## config.mk

```make
export PLATFORM = sky130hd
export DESIGN_NAME = ps2_key_filter
export DESIGN_NICKNAME = d
export VERILOG_FILES = /design/src/rtl/ps2_key_filter.sv
export SDC_FILE = /design/constraint.sdc
export NUM_CORES = 1
export LEC_CHECK = 0
export CAP_MARGIN = 20
export CORE_ASPECT_RATIO = 2
export CORE_MARGIN = 10
export CORE_UTILIZATION = 55
export DETAILED_ROUTE_END_ITERATION = 10
export GPL_ROUTABILITY_DRIVEN = 0
export PLACE_DENSITY = 0.79
export SYNTH_ARGS = -nofsm -noshare
export SYNTH_HDL_FRONTEND = slang
export SYNTH_SLANG_ARGS = --single-unit
```

## constraint.sdc

```tcl
create_clock -name clk -period 4.6 [get_ports clk]
set_clock_uncertainty 0.15 [all_clocks]
set_input_delay 0.92 -clock clk [delete_from_list [all_inputs] [get_ports clk]]
set_output_delay 0.92 -clock clk [all_outputs]
set_load 0.05 [all_outputs]
```

## src/rtl/ps2_key_filter.sv

```systemverilog
// ps2_key_filter: PS/2 scan-code filter with make/break/extended decode, key table lookup,
// pressed-key bitmap, repeat suppression, prefix timeout and saturating error count.
//   clk, reset_n      : clock, async active-low reset
//   rx_done_tick      : strobe, rx_data holds a new byte
//   clr               : sync clear of key_state and err_cnt
//   key_valid         : one-cycle event strobe, with key_idx / key_release / key_ext
//   key_state         : bit i set while table key i is held
//   invalid_tick      : one-cycle strobe for unknown code, bad prefix order or timeout
//   err_cnt           : saturating count of invalid_tick pulses
module ps2_key_filter #(
    parameter int                    NUM_KEYS        = 9,
    parameter logic [8*NUM_KEYS-1:0] KEY_TABLE       = 72'h155A3132214D261E16,
    parameter int                    IDX_W           = 4,
    parameter bit                    EXT_MODE        = 1'b0,
    parameter bit                    REPEAT_SUPPRESS = 1'b1,
    parameter int                    TIMEOUT_CYC     = 50000,
    parameter int                    ERR_W           = 8
) (
    input  logic                clk,
    input  logic                reset_n,
    input  logic                rx_done_tick,
    input  logic [7:0]          rx_data,
    input  logic                clr,
    output logic                key_valid,
    output logic [IDX_W-1:0]    key_idx,
    output logic                key_release,
    output logic                key_ext,
    output logic [NUM_KEYS-1:0] key_state,
    output logic                invalid_tick,
    output logic [ERR_W-1:0]    err_cnt
);
    // bit 0 = break pending, bit 1 = extended pending
    localparam logic [1:0] IDLE = 2'd0, BRK = 2'd1, EXT = 2'd2, EXT_BRK = 2'd3;
    localparam int TW = $clog2(TIMEOUT_CYC) + 1;

    logic [1:0]          state, nxt_state;
    logic [TW-1:0]       tmo;
    logic                is_f0, is_e0, expire, lookup, hit, ev, inv;
    logic [IDX_W-1:0]    hit_idx;
    logic [NUM_KEYS-1:0] mask;

    assign is_f0  = rx_data == 8'hF0;
    assign is_e0  = rx_data == 8'hE0;
    // a byte in the expiry cycle takes precedence over the timeout
    assign expire = !rx_done_tick && state != IDLE && tmo == TW'(TIMEOUT_CYC - 1);
    // extended codes are only looked up when EXT_MODE enables them; otherwise dropped silently
    assign lookup = rx_done_tick && !is_f0 && !is_e0 && (EXT_MODE || !state[1]);

    // descending scan so the lowest matching index wins
    always_comb begin
        hit     = 1'b0;
        hit_idx = '0;
        for (int i = NUM_KEYS - 1; i >= 0; i--)
            if (rx_data == KEY_TABLE[8*i +: 8]) begin
                hit     = 1'b1;
                hit_idx = IDX_W'(i);
            end
    end

    assign mask = NUM_KEYS'(1) << hit_idx;
    assign ev   = lookup && hit && (state[0] || !(REPEAT_SUPPRESS && |(key_state & mask)));
    assign inv  = expire || (lookup && !hit) ||
                  (rx_done_tick && ((is_f0 && state == EXT_BRK) || (is_e0 && state[0])));

    assign nxt_state = !rx_done_tick ? (expire ? IDLE : state)
                     : is_f0         ? (state == EXT_BRK ? IDLE : state | BRK)
                     : is_e0         ? (state[0] ? IDLE : EXT)
                     : IDLE;

    always_ff @(posedge clk or negedge reset_n)
        if (!reset_n) begin
            state        <= IDLE;
            tmo          <= '0;
            key_valid    <= 1'b0;
            key_idx      <= '0;
            key_release  <= 1'b0;
            key_ext      <= 1'b0;
            key_state    <= '0;
            invalid_tick <= 1'b0;
            err_cnt      <= '0;
        end else begin
            state        <= nxt_state;
            tmo          <= (rx_done_tick || nxt_state == IDLE) ? '0 : tmo + TW'(1);
            key_valid    <= ev;
            invalid_tick <= inv;
            if (ev) begin
                key_idx     <= hit_idx;
                key_release <= state[0];
                key_ext     <= state[1];
            end
            key_state    <= clr ? '0 : !ev ? key_state : state[0] ? key_state & ~mask : key_state | mask;
            err_cnt      <= clr ? '0 : err_cnt + ERR_W'(inv && !(&err_cnt));
        end
endmodule
```

== Word-level counts from Yosys, hierarchy flattened ==
Index checks and enable logic that the tools add are counted.
W data, S select, Z words.

* Order comparisons: 0
* Bitwise gates (word level): 4
* Equal/unequal tests: 13
* Shifts and indexed selects: 1
* Multiplexer cells: 29
* Divide/modulo/power cells: 0
* Reduce and logical (&&, ||, !) cells: 29
* Multiply operators: 0
* Add/sub/neg operators: 2

{| class="wikitable"
|+ Operator list
! operator !! number
|-
| $mux W4 || 9
|-
| $eq A8 B6 Y1 const B || 4
|-
| $mux W9 || 3
|-
| $eq A8 B5 Y1 const B || 3
|-
| $and A9 B9 Y9 || 2
|-
| $add A17 B1 Y17 const B || 1
|-
| $eq A17 B16 Y1 const B || 1
|-
| $mux W17 || 1
|-
| $eq A8 B7 Y1 const B || 2
|-
| $eq A8 B8 Y1 const B || 2
|-
| $logic_and A1 B1 Y1 || 12
|-
| $mux W2 || 6
|-
| $mux W1 || 9
|-
| $not A9 Y9 || 1
|-
| $or A9 B9 Y9 || 1
|-
| $reduce_or A9 Y1 || 1
|-
| $shl A1 B4 Y9 const A || 1
|-
| $add A8 B1 Y8 || 1
|-
| $mux W8 || 1
|-
| $reduce_and A8 Y1 || 1
|-
| $logic_not A1 Y1 || 7
|-
| $logic_or A1 B1 Y1 || 5
|-
| $reduce_bool A2 Y1 || 2
|-
| $eq A2 B2 Y1 const B || 1
|-
| $logic_not A2 Y1 || 1
|}

* Bits of input ports: 12
* Output and inout port bits: 25
* Memory bits (writable): 0
* Memory bits (read-only): 0
* Memories: 0
* Bits in latches: 0
* Register bits after elaboration: 44

== Depth between registers and ports, before layout ==
Gate-level depths: netlist of run 1.

* Word-level depth: 18
* Depth in mapped cells: 12
* Depth with buffers taken out: 11

== Worst setup path after synthesis of run 1 ==
Ideal clock, no wire load.

* Kind: input-to-reg
* From: input port rx_data[2]
* To: register err_cnt[4]
* Setup slack: 1.342 ns
* Data required time: 4.318 ns
* Arrival time: 2.976 ns
* Stages: 12
* Cell sequence: buf_2 > nor3b_2 > o21bai_1 > a41o_1 > nor3_1 > a211o_1 > and2_1 > ha_1 > ha_1 > nand3_1 > xor2_1 > nor2_1

* Cells in the longest elaborated chain, start to end: 17
* Elaborated cells between the ends (all ways): 36

{| class="wikitable"
|+ RTL lines
! element !! RTL line !! text
|-
| start: declaration || 22 || <nowiki>input logic [7:0] rx_data,</nowiki>
|-
| $eq A8 B5 Y1 || 54 || <nowiki>if (rx_data == KEY_TABLE[8*i +: 8]) begin</nowiki>
|-
| $mux W1 (9 in a row) || 54 ||
|-
| $logic_not A1 Y1 || 62 || <nowiki>assign inv = expire || (lookup && !hit) ||</nowiki>
|-
| $logic_and A1 B1 Y1 || 62 ||
|-
| $logic_or A1 B1 Y1 || 62 ||
|-
| $logic_or A1 B1 Y1 * || 62 ||
|-
| net inv || 38 || <nowiki>logic is_f0, is_e0, expire, lookup, hit, ev, inv;</nowiki>
|-
| $logic_and A1 B1 Y1 * || 92 || <nowiki>err_cnt <= clr ? '0 : err_cnt + ERR_W'(inv && !(&err_cnt));</nowiki>
|-
| $add A8 B1 Y8 * || 92 ||
|-
| $mux W8 * || 92 ||
|-
| end signal: assignment || 92 ||
|-
| end: declaration || 30 || <nowiki>output logic [ERR_W-1:0] err_cnt</nowiki>
|}

The timed path passes the listed nets; every way through them passes the cells marked *.
A chain may end at the register's enable or synchronous reset.

== Final worst setup path of run 1 ==
* From: input port rx_data[3]
* To: register err_cnt[6]

Same word-level chain as after synthesis.

==> results of run 1 <==
placed cells by master (no fill, tap or decap), types with 2 or more instances in the layout:
cell	count
clkbuf_8	5
a22oi_1	2
nand3_1	23
dfrtp_1	44
xor2_1	9
nor4bb_1	3
a31oi_1	3
xnor2_1	12
nor2_1	36
nand2b_1	3
nand2_1	6
ha_1	3
nor4_1	2
o211ai_1	7
nor2b_1	10
o21ai_0	4
and2_1	2
a21oi_1	3
a211oi_1	4
clkdlybuf4s50_1	35
a221oi_1	2
a41oi_1	2
nand4bb_1	3
and3_1	11
inv_1	9
nor3_1	6
mux2_4	3
nand4_1	7
power by group through the flow:
| stage | combinational (mW) | clock (mW) | sequential [mW] |
|---|---|---|---|
| finish | 0.0759 | 0.284 | 0.393 |
| CTS | 0.0758 | 0.291 | 0.393 |
| detailed placement | 0.0755 | 0 | 0.401 |
| floorplan | 0.0287 | 0 | 0.413 |
| global route | 0.0821 | 0.303 | 0.394 |
| global placement | 0.0745 | 0 | 0.401 |
area by class of cell:
class / count / area, um2
Inverter: 9 / 33.8
Fill cell: 378 / 1380
Clock buffer: 6 / 72.6
Tap cell: 54 / 67.6
Sequential cell: 44 / 1100
Timing Repair Buffer: 38 / 374
Multi-Input combinational cell: 188 / 1280
Clock inverter: 2 / 35.0
worst paths after layout:
kind	cells past startpoint	endpoint
worst max-delay path	12	err_cnt[6]$_DFF_PN0_
worst min-delay path	1	tmo[0]$_DFF_PN0_
worst max register to register	6	key_state[1]$_DFFE_PN0P_
worst min register to register	1	tmo[0]$_DFF_PN0_
max in group asynchronous	1	key_state[3]$_DFFE_PN0P_
min in group asynchronous	1	tmo[5]$_DFF_PN0_
logic make-up after synthesis:
kind of cell    count (synthesis)
flops                          44
simple gates                  121
mux                             3
xor+xnor                       21
compound gates                 40
buf+inv                        17
fa+ha+maj                       3
sequential cells by signal, summed over array words and instances, names as in the netlist:
signal / cells
err_cnt: 8
invalid_tick: 1
key_ext: 1
key_idx: 4
key_release: 1
key_state: 9
key_valid: 1
state: 2
tmo: 17
metal layers:
layer / vias up / global-route usage, % / wire [um]
met5: - / 0 / 0
met4: 0 / 7.58 / 197
met3: 14 / 3.33 / 198
met2: 41 / 32.1 / 3520
met1: 999 / 17.2 / 2190
li1: 987 / - / -
per-stage QoR:
stage / power [mW] / util (%)
final: 0.753 / 68.2
after global routing: 0.780 / 68.2
after CTS: 0.760 / 68.2
after detailed placement: 0.477 / 65.7
after global placement: 0.476 / 65.5
after floorplan: 0.442 / -
==> flow_summary_export.csv, run 1 <==
group,metric,value,unit
worst_setup_path,start_kind,"primary input",
power_and_ir_drop,p_leak,1.21,nW
worst_setup_path,end_kind,"register",
timing,hold_viol,0,
power_and_ir_drop,power_frac_comb,10.1,%
placement,place_area,2850,um2
route,first_pass_iters,4,
synth,ys_seq_elements,44,
worst_setup_path,critPathArrivalTime,3.91,ns
timing,rsz0062_at_grt,"false",
grt,grt-ovfl-total,0,
synth,synth_nets,264,
synth,synthMuxAreaShare,1.84,%
placement,place_hpwl,4750,um
worst_hold_path,hold_start,"tmo[0]$_DFF_PN0_",
floorplanning,io_pins,37,
timing,worst_pin_slew,0.936,ns
run,cap_violations,0,
finish,num-nets-final,301,
power_and_ir_drop,clockPowerShare,37.7,%
worst_hold_path,hold_class,"register to register",
finish,diodes,0,
floorplanning,dieWidth,67.1,um
worst_setup_path,cp_max_fo,14,
synth,synth_adder_area_share,1.54,%
floorplanning,dieArea,7670,um2
floorplanning,coreArea,4340,um2
synth,async_flop_share,100,%
synth,synth_top_area_cell,"dfrtp_1",
cts,cts.repair.resized,0,
synth,synthSimpleGateAreaFrac,28.0,%
finish,layout.cells.non_filler,341,
cts,clock_path_buffers,2,
cts,path_clk_slew,0.08,ns
timing,setup_slack,0.689,ns
floorplanning,start_util,56.3,%
synth,avgSynthCellArea,9.82,um2
placement,io_buffers,36,
power_and_ir_drop,intPower,0.578,mW
timing,min_period,3.91,ns
floorplanning,fp.dieH,114,um
timing,fmax,256,MHz
cts,cts-root-buf,"clkbuf_8",
worst_setup_path,crit_family,"simple AND/OR/NAND/NOR gates",
timing,fin_tns_setup,0,ns
worst_setup_path,timing.rr.start,"state[1]$_DFF_PN0_",
timing,slew_violations,0,
synth,synth_top_family_by_area,"simple AND/OR/NAND/NOR gates",
run_status,status,"finished clean",
grt,first_global_vias,2153,
route,drt-wirelength-per-cell,17.9,um
synth,syn_inst,249,
finish,drive_gt1_share,7.32,%
worst_setup_path,critPathMaxStageDelay,0.66,ns
route,wl,6100,um
synth,synth_xor_area_share,7.52,%
synth,yosys-top-cells-count,"44 x dfrtp_1, 36 x nor2_1, 23 x nand3_1",
timing,whs,0.316,ns
synth,ys.warnings.count,0,
placement,dp_cells,333,
synth,synth-compound-area-share,13.3,%
floorplanning,rows,34,
grt,antenna_found_initial,0,
timing,setup_viol,0,
route,final_antenna_net_count,0,
worst_setup_path,crit_required,4.60,ns
worst_setup_path,r2r_slack,2.03,ns
power_and_ir_drop,power_density,254,nW/um2
synth,ys_seq_area_share,45.0,%
timing,min_period_over_period,85.0,%
timing,slew_headroom,37.6,%
finish,fin_area,2960,um2
cts,clk_latency,0.29,ns
cts,numClockSinks,44,
placement,post-place-ws,0.495,ns
route,vias,2041,
worst_setup_path,path_cells,"clkdlybuf4s50_1 -> nor4bb_1 -> nand3_1 -> o311ai_2 -> nor3_1 -> a211o_1 -> and2_1 -> ha_1 -> ha_1 -> nand3_1 -> xor2_1 -> nor2_1",
worst_setup_path,critPathBufInv,1,
synth,synth_edf_count,0,
synth,yosys.cell_count.top_type,"dfrtp_1",
cts,post-cts-setup-buffers,0,
grt,grtUsageTotal,17.2,%
synth,synthFlopType,"dfrtp_1",
power_and_ir_drop,swShare,23.3,%
synth,synth_cell_types,50,
cts,cts_buffers,5,
route,drc,0,
cts,cts_hold_buf,0,
synth,synthesis.area,2440,um2
cts,cts_tree,"built",
worst_setup_path,crit_path_start,"rx_data[3]",
worst_setup_path,worstSetupPathType,"primary input to register",
power_and_ir_drop,p_switching,0.175,mW
power_and_ir_drop,pwr-share-seq,52.3,%
grt,grt_pass1_wl,10400,um
worst_setup_path,cp_slowest_cell,"clkdlybuf4s50_1",
synth,synth_top_area_share,45.0,%
cts,htreeDepth,2,
route,viasPerCell,5.99,
grt,grt_max_degree,45,
route,drt_iter0_markers,78,
power_and_ir_drop,peakVddDrop,0.209,mV
finish,syn_to_final_growth,21.1,%
synth,synthTopCellsByArea,"dfrtp_1 45%, nor2_1 5.5%, nand3_1 4.7%, xnor2_1 4.3%, xor2_1 3.2%",
Note: power is estimated with default switching activity, not from simulation.
==> run 2: changes to the inputs <==
--- a/config.mk
+++ b/config.mk
@@ -7,10 +7,10 @@
 export LEC_CHECK = 0
 export CAP_MARGIN = 20
 export CORE_ASPECT_RATIO = 2
-export CORE_MARGIN = 10
 export CORE_UTILIZATION = 55
 export DETAILED_ROUTE_END_ITERATION = 10
 export GPL_ROUTABILITY_DRIVEN = 0
+export HOLD_SLACK_MARGIN = 0.1
 export PLACE_DENSITY = 0.79
 export SYNTH_ARGS = -nofsm -noshare
 export SYNTH_HDL_FRONTEND = slang
==> run 2 against run 1 <==
Effect of this change:
- non-clock buffer count stayed put
- clock power is 13% lower
- die area is 38% lower
- sequential power hardly changed
- power is 4.8% lower
- first-iteration DRC count is 1.3% lower
- cell count stayed put
- fmax is 1.1% higher
- combinational power is 0.8% lower
- worst setup slack better by 0.042 ns
- utilization is 0.33 points higher
- critical path type unchanged
- highest routed layer unchanged
==> flow_summary_export.csv, run 2 (same netlist as run 1, synthesis figures left out) <==
group,metric,value,unit
run_status,status,"finished clean",
finish,final_cell_mix,"44 x dfrtp_1, 36 x nor2_1, 35 x clkdlybuf4s50_1, 23 x nand3_1, 12 x xnor2_1",
timing,slew_headroom,36.0,%
power_and_ir_drop,power_density,243,nW/um2
worst_setup_path,end_kind,"register",
finish,num-nets-final,301,
cts,htreeDepth,2,
grt,grt-ovfl-total,0,
worst_hold_path,worstHoldPathCells,1,
route,final_antenna_net_count,0,
timing,worst_pin_slew,0.945,ns
worst_setup_path,crit_required,4.60,ns
floorplanning,dieWidth,49.1,um
worst_setup_path,critPathBufInv,1,
worst_setup_path,cp_max_fo,14,
timing,min_period_over_period,84.1,%
timing,rsz0062_at_grt,"false",
worst_setup_path,critPathArrivalTime,3.87,ns
worst_hold_path,hold_class,"register to register",
cts,post-cts-setup-buffers,0,
finish,largest_reg_flops,17,
worst_setup_path,critPathMaxStageDelay,0.76,ns
timing,fin_tns_setup,0,ns
cts,clock_path_buffers,2,
finish,regArea,1100,um2
floorplanning,fp.dieH,96.3,um
timing,fmax,258,MHz
worst_setup_path,timing.rr.start,"state[1]$_DFF_PN0_",
power_and_ir_drop,p_leak,1.21,nW
timing,min_period,3.87,ns
cts,cts_hold_buf,0,
route,viasPerCell,6.16,
finish,top_register,"tmo",
route,first_pass_iters,4,
finish,reg.largest.list,"tmo (17), key_state (9), err_cnt (8)",
worst_setup_path,reg2reg_depth,6,
grt,antenna_found_initial,0,
power_and_ir_drop,peakVddDrop,0.196,mV
route,drt-wirelength-per-cell,17.9,um
worst_setup_path,crit_top_cell,"ha_1",
timing,whs,0.318,ns
timing,hold_viol,0,
power_and_ir_drop,finalPower,0.717,mW
cts,cts.repair.resized,0,
route,vias,2100,
placement,place_hpwl,4560,um
floorplanning,dieArea,4730,um2
floorplanning,coreArea,4300,um2
floorplanning,io_pins,37,
grt,grt_pass1_wl,10000,um
finish,final_common_cell,"dfrtp_1",
worst_hold_path,hold_start,"tmo[0]$_DFF_PN0_",
cts,cts_tree,"built",
grt,first_global_vias,2170,
finish,syn_to_final_growth,20.5,%
finish,fill_cells,358,
cts,clk_latency,0.29,ns
cts,numClockSinks,44,
finish,layout.cells.non_filler,341,
route,drc,0,
route,drt_iter0_markers,77,
worst_setup_path,start_kind,"primary input",
placement,io_buffers,36,
worst_setup_path,crit-reg2reg-capture,"key_idx[0]$_DFFE_PN0P_",
worst_setup_path,r2r_slack,2.05,ns
worst_hold_path,min_to,"tmo[0]$_DFF_PN0_",
timing,setup_viol,0,
placement,dp_cells,333,
cts,cts-root-buf,"clkbuf_8",
finish,diodes,0,
finish,drive_gt1_share,7.67,%
worst_setup_path,cp_slowest_cell,"clkdlybuf4s50_1",
cts,path_clk_slew,0.08,ns
worst_setup_path,crit_family,"compound AO/OA/AOI/OAI gates",
worst_setup_path,path_cells,"clkdlybuf4s50_1 -> nand4bb_1 -> a21oi_1 -> a41o_1 -> nor3_1 -> a211o_1 -> and2_1 -> ha_1 -> ha_1 -> nand3_1 -> xor2_1 -> nor2_1",
timing,slew_violations,0,
grt,grt_max_degree,45,
cts,cts_buffers,5,
worst_setup_path,worstSetupPathType,"primary input to register",
floorplanning,start_util,56.9,%
run,cap_violations,0,
grt,grtUsageTotal,28.2,%
finish,multi_input_area,1280,um2
floorplanning,rows,34,
route,wl,6110,um
==> run 2: cell count changes in the layout (fill, tap and decap cells not counted) <==
cell | before | now
clkbuf_8 | 5 | 6
clkinv_2 | 1 | 2
bufinv_16 | 1 | 0
clkbuf_1 | 1 | 0
==> run 2: through the flow <==
stage	utilization, %	cell area, um2	setup WS, ns
after floorplan	-	2440	1.34
after global placement	66.1	2840	0.611
after detailed placement	66.4	2850	0.446
after CTS	68.5	2950	0.750
after global routing	68.5	2950	0.552
final	68.5	2950	0.731
==> run 2: per-layer routing <==
metal	routed length (um)	GRT usage, %
met1	2160	28.2
met4	386	18.1
met2	3360	53.8
met5	0	0
met3	202	3.16
==> run 2: worst max-delay path by stage <==
stage | from | to | slack [ns] | cells past startpoint
global placement | rx_data[3] | err_cnt[6]$_DFF_PN0_ | 0.61 | 12
global route | rx_data[3] | err_cnt[4]$_DFF_PN0_ | 0.55 | 12
detailed placement | rx_data[3] | err_cnt[6]$_DFF_PN0_ | 0.45 | 12
finish | rx_data[3] | err_cnt[6]$_DFF_PN0_ | 0.73 | 12
floorplan | rx_data[2] | err_cnt[4]$_DFF_PN0_ | 1.34 | 12
CTS | rx_data[3] | err_cnt[6]$_DFF_PN0_ | 0.75 | 12
==> run 2: power by group <==
group / switching (mW) / total [mW] / internal, mW
Combinational: 0.0489 / 0.0753 / 0.0264
Sequential: 0.00380 / 0.394 / 0.390
Clock: 0.128 / 0.248 / 0.120
Total: 0.180 / 0.717 / 0.536
==> run 2: final cells by class <==
class                           instances  area share [%]
Clock inverter                          2           0.340
Timing Repair Buffer                   38            12.7
Multi-Input combinational cell        188            43.3
Sequential cell                        44            37.4
Tap cell                               54            2.29
Inverter                                9            1.15
Clock buffer                            6            2.80
